## src/rtl/gate_test_pkg.sv

```systemverilog
// Shared types and constants for the 2-input gate self-test sequencer.
// Truth tables are indexed by {a,b}, so bit 3 is the a=1,b=1 response.
package gate_test_pkg;

    typedef enum logic [1:0] {
        IDLE   = 2'd0,
        DRIVE  = 2'd1,
        FINISH = 2'd2
    } state_t;

    localparam int NUM_VEC = 4;

    localparam logic [3:0] TT_AND  = 4'b1000;
    localparam logic [3:0] TT_OR   = 4'b1110;
    localparam logic [3:0] TT_XOR  = 4'b0110;
    localparam logic [3:0] TT_NAND = 4'b0111;

endpackage

```

## src/rtl/gate_hold_timer.sv

```systemverilog
// Hold-window counter: raises last on the final cycle of each PERIOD-cycle window.
// Wraps to zero after last while enabled; clear has priority over enable.
module gate_hold_timer #(
    parameter int unsigned PERIOD = 10
) (
    input  logic clk,
    input  logic rst,
    input  logic clr,
    input  logic en,
    output logic last
);

    localparam int CW = $clog2(PERIOD + 1);
    localparam logic [CW-1:0] LAST_CNT = CW'(PERIOD - 1);

    logic [CW-1:0] cnt_q;

    assign last = (cnt_q == LAST_CNT);

    always_ff @(posedge clk or posedge rst) begin
        if (rst) begin
            cnt_q <= '0;
        end else if (clr) begin
            cnt_q <= '0;
        end else if (en) begin
            cnt_q <= last ? '0 : cnt_q + CW'(1);
        end
    end

endmodule

```

## src/rtl/gate_selftest_ctrl.sv

```systemverilog
// Drives all four {a,b} vectors for PERIOD cycles each and checks y against EXPECT.
// Start-to-done latency 4*PERIOD+1 cycles; start while busy is dropped, abort cancels.
module gate_selftest_ctrl
    import gate_test_pkg::*;
#(
    parameter int unsigned PERIOD = 10,
    parameter logic [3:0]  EXPECT = TT_AND
) (
    input  logic       clk,
    input  logic       rst,
    input  logic       start,
    input  logic       abort,
    input  logic       y,
    output logic       a,
    output logic       b,
    output logic       busy,
    output logic       done,
    output logic       pass,
    output logic [3:0] err_vec,
    output logic [1:0] vec_idx
);

    localparam logic [1:0] LAST_IDX = 2'(NUM_VEC - 1);

    state_t     state_q, state_d;
    logic [1:0] idx_q, idx_d;
    logic [3:0] err_q, err_d;
    logic       pass_q, pass_d;
    logic       busy_q, busy_d;
    logic       done_q, done_d;
    logic       tmr_clr, tmr_en, tmr_last;

    gate_hold_timer #(.PERIOD(PERIOD)) u_timer (
        .clk  (clk),
        .rst  (rst),
        .clr  (tmr_clr),
        .en   (tmr_en),
        .last (tmr_last)
    );

    always_ff @(posedge clk or posedge rst) begin
        if (rst) begin
            state_q <= IDLE;
            idx_q   <= '0;
            err_q   <= '0;
            pass_q  <= 1'b0;
            busy_q  <= 1'b0;
            done_q  <= 1'b0;
        end else begin
            state_q <= state_d;
            idx_q   <= idx_d;
            err_q   <= err_d;
            pass_q  <= pass_d;
            busy_q  <= busy_d;
            done_q  <= done_d;
        end
    end

    // FINISH behaves like IDLE for start so a run can be relaunched during the done cycle.
    always_comb begin
        state_d = state_q;
        idx_d   = idx_q;
        err_d   = err_q;
        pass_d  = pass_q;
        busy_d  = busy_q;
        done_d  = 1'b0;
        tmr_clr = 1'b0;
        tmr_en  = 1'b0;

        unique case (state_q)
            IDLE, FINISH: begin
                if (start) begin
                    state_d = DRIVE;
                    idx_d   = '0;
                    err_d   = '0;
                    pass_d  = 1'b0;
                    busy_d  = 1'b1;
                    tmr_clr = 1'b1;
                end else begin
                    state_d = IDLE;
                    idx_d   = '0;
                    busy_d  = 1'b0;
                end
            end
            DRIVE: begin
                tmr_en = 1'b1;
                if (abort) begin
                    state_d = IDLE;
                    idx_d   = '0;
                    pass_d  = 1'b0;
                    busy_d  = 1'b0;
                    tmr_clr = 1'b1;
                end else if (tmr_last) begin
                    if (y != EXPECT[idx_q]) begin
                        err_d[idx_q] = 1'b1;
                    end
                    if (idx_q == LAST_IDX) begin
                        state_d = FINISH;
                        idx_d   = '0;
                        pass_d  = (err_d == 4'b0000);
                        busy_d  = 1'b0;
                        done_d  = 1'b1;
                        tmr_clr = 1'b1;
                    end else begin
                        idx_d = idx_q + 2'd1;
                    end
                end
            end
            default: begin
                state_d = IDLE;
                idx_d   = '0;
                busy_d  = 1'b0;
            end
        endcase
    end

    assign a       = idx_q[1];
    assign b       = idx_q[0];
    assign vec_idx = idx_q;
    assign busy    = busy_q;
    assign done    = done_q;
    assign pass    = pass_q;
    assign err_vec = err_q;

endmodule

```

## config.mk

```make
export PLATFORM = sky130hd
export DESIGN_NAME = gate_selftest_ctrl
export DESIGN_NICKNAME = d
export VERILOG_FILES = /design/src/rtl/gate_test_pkg.sv /design/src/rtl/gate_hold_timer.sv /design/src/rtl/gate_selftest_ctrl.sv
export SDC_FILE = /design/constraint.sdc
export NUM_CORES = 1
export LEC_CHECK = 0
export CAP_MARGIN = 10
export CORE_MARGIN = 10
export CORE_UTILIZATION = 44
export CTS_CLUSTER_DIAMETER = 100
export DETAILED_ROUTE_END_ITERATION = 8
export GPL_ROUTABILITY_DRIVEN = 1
export PLACE_DENSITY = 0.73
export REMOVE_ABC_BUFFERS = 1
export SYNTH_ARGS = -nofsm -noshare
export SYNTH_HDL_FRONTEND = slang
export SYNTH_SLANG_ARGS = --single-unit
export TNS_END_PERCENT = 100
```

## constraint.sdc

```tcl
create_clock -name clk -period 1.3 [get_ports clk]
set_input_delay 0.195 -clock clk [delete_from_list [all_inputs] [get_ports clk]]
set_output_delay 0.195 -clock clk [all_outputs]
set_load 0.02 [all_outputs]
```

==> reports/qor.yml <==
status:
  outcome: "finished clean"
cts:
  path_clk_slew_ns: 0.09
  cts_buffers: 3
  cts_hold_buffers: 0
  cts.sinks: 15
  cts_tree: "done"
  cts_root_buffer: "clkbuf_4"
  cts_buffer_depth: 2
  htreeDepth: 1
  clk-insertion-delay-late_ns: 0.29
sta:
  fmax_ghz: 0.770
  slew_violations: 0
  layout_setup_ws_ns: 0.000502
  hold_viol_final: 0
  max_slew_margin: 0.817
  layout_min_cycle_time_ns: 1.30
  fin_crit_sh: 1.00
  clock_skew_ns: 0.0114
  setup-violations-final: 0
  worstMarginPinSlew_ns: 0.273
  fin_worst_hold_slack_ns: 0.192
  rsz0062_at_grt: "true"
logic_synthesis:
  synth_cell_types: 27
  yosys_warnings: 0
  netlist_top_cells_area: "dfrtp_1 (47%), ha_1 (6.3%), a21oi_1 (5.7%)"
  synth_area_um2: 796
  ys_seq_area_frac: 0.472
  synthCells: 82
  async_reset_ff_frac: 1.00
  syn_avg_cell_area_um2: 9.70
  synth-seq-cells: 15
  ys.flop_type: "dfrtp_1"
  yosys-top-cells-count: "dfrtp_1 (15), nor2_1 (10), a21oi_1 (9)"
  yosys.area.top_type: "dfrtp_1"
  synth_enable_flop_cells: 0
  synth_top_area_share: 0.472
  yosysMostFrequentCell: "dfrtp_1"
drt:
  via_per_inst: 4.99
  routed_wirelength_mm: 1.92
  drt-initial-drc-count: 18
  drcViolationCount: 0
  drt-wirelength-per-cell_um: 14.0
  vias: 683
  ant_nets: 0
  drt_pass1_iterations: 4
die:
  ioPinCount: 16
  die_h_um: 62.5
  die_area_mm2: 0.00391
  die_w_um: 62.5
  initial_core_util: 0.461
  rows: 15
  fp.coreArea_mm2: 0.00173
place:
  portBuffers: 15
  dp_hpwl_mm: 1.43
  gp_congestion: 0.829
  dp_slack_ns: -0.123
worst_setup_path:
  worstReg2RegEnd: "vec_idx[1]$_DFFE_PP0P_"
  path_class: "reg2reg"
  worstRegToRegCells: 6
  critPathLaunchType: "register"
  rr_startpoint: "vec_idx[1]$_DFFE_PP0P_"
  end_kind: "register"
  critPathRequiredTime_ns: 1.47
  path_max_fanout: 4
  worst-r2r-setup-slack_ns: 0.0005
  worst_ep_arrival_time_ns: 1.47
global_routing:
  grt_first_pass_wirelength_mm: 3.18
  grt_overflow: 0
  grt_pass1_vias: 703
  antenna_found_initial: 0
  grt_use_total: 0.101
  grt_max_degree: 16
power_and_ir_drop:
  p_leak_nw: 0.542
  powerDensity_mw_per_mm2: 889
  ir_drop_mv: 0.414
finish:
  area_growth_pct: 37.7
  fin_util: 0.635
  final_nets: 122
  fill_cells: 166
  antenna_cells: 0
  regArea_um2: 375
  layout-drive-gt1-share: 0.277
  multi_input_area_um2: 385
hold_path:
  min_path_type: "in2async"
flow_run:
  maxCapViolCount: 0
==> power breakdown <==
part / switching (mW) / internal [mW]
combinational: 0.108 / 0.0945
sequential: 0.0168 / 0.492
clock: 0.149 / 0.114
==> state kept, by name, summed over array words and instances, names as in the netlist <==
signal         flops
err_vec            4
busy               1
state_q            2
pass               1
u_timer.cnt_q      4
done               1
vec_idx            2
==> metal layers <==
metal | part of all wire | global-route usage | vias to the layer above
li1 | - | - | 338
met1 | 0.41 | 0.112 | 317
met2 | 0.49 | 0.156 | 22
met3 | 0.061 | 0.0376 | 6
met4 | 0.030 | 0.0698 | 0
met5 | 0 | 0 | -
==> layout by cell type, fill, tap and decap left out, drive strengths merged <==
master	Yosys	routed
a21oi	9	9
a22oi	1	1
and3	1	1
and4bb	1	1
buf	5	16
clkbuf	0	3
clkdlybuf4s15	0	1
clkdlybuf4s50	0	4
clkinv	0	1
dfrtp	15	15
dlygate4sd2	0	10
ha	4	4
inv	4	4
nand2	7	7
nand2b	4	4
nand3	4	4
nand3b	1	1
nand4	1	1
nor2	10	10
nor2b	1	1
nor3b	1	1
nor4	1	1
o211ai	1	1
o21ai	7	7
o2bb2ai	1	1
o31ai	1	1
or2	1	1
xor2	1	1
==> timing repair <==
item	4_1_cts	5_1_grt
gates resized for setup	14	6
buffers inserted	1	1
endpoints found under the setup margin	15	11
pin swaps	0	2
cloned	0	0
==> logic make-up after synthesis <==
logic type | synth area share
adders and majority gates | 0.0629
DFF | 0.472
buffers and inverters | 0.0802
AOI/OAI and AO/OA | 0.151
xor gates and xnor gates | 0.0110
and+or+nand+nor | 0.223
==> worst max path at each step <==
stage	end	startpoint	slack, ns
after global routing	vec_idx[1]$_DFFE_PP0P_	vec_idx[1]$_DFFE_PP0P_	-0.03
after floorplan	err_vec[0]$_DFFE_PP0P_	vec_idx[1]$_DFFE_PP0P_	-0.22
after detailed placement	err_vec[0]$_DFFE_PP0P_	abort	-0.12
after CTS	vec_idx[0]$_DFFE_PP0P_	u_timer.cnt_q[2]$_DFFE_PP0P_	0.03
final	vec_idx[1]$_DFFE_PP0P_	vec_idx[1]$_DFFE_PP0P_	0.0005
after global placement	vec_idx[1]$_DFFE_PP0P_	abort	-0.06
==> critical path, cell delays in order, from the launching register on <==
cell and delay [ns]:
dfrtp_1 0.41, buf_4 0.14, buf_4 0.13, inv_2 0.08, ha_4 0.21, a21oi_2 0.15, nor2_1 0.07
==> metrics by stage <==
step	cells	area [um^2]	total power [mW]	setup TNS, ns
after floorplan	77	747	0.615	-0.796
after global placement	131	1030	0.717	-0.393
after detailed placement	131	1030	0.721	-0.752
after CTS	136	1060	0.978	0
after global routing	137	1100	1.04	-0.0470
final	137	1100	0.974	0
==> layout make-up <==
cell class | count | area share
multi-input cells | 58 | 0.352
flip-flops and latches | 15 | 0.342
repair buffers | 31 | 0.239
well taps | 25 | 0.0285
clock buffers | 3 | 0.0205
inverters | 4 | 0.0137
clock inverters | 1 | 0.00457
Note: power is estimated with default switching activity, not from simulation.
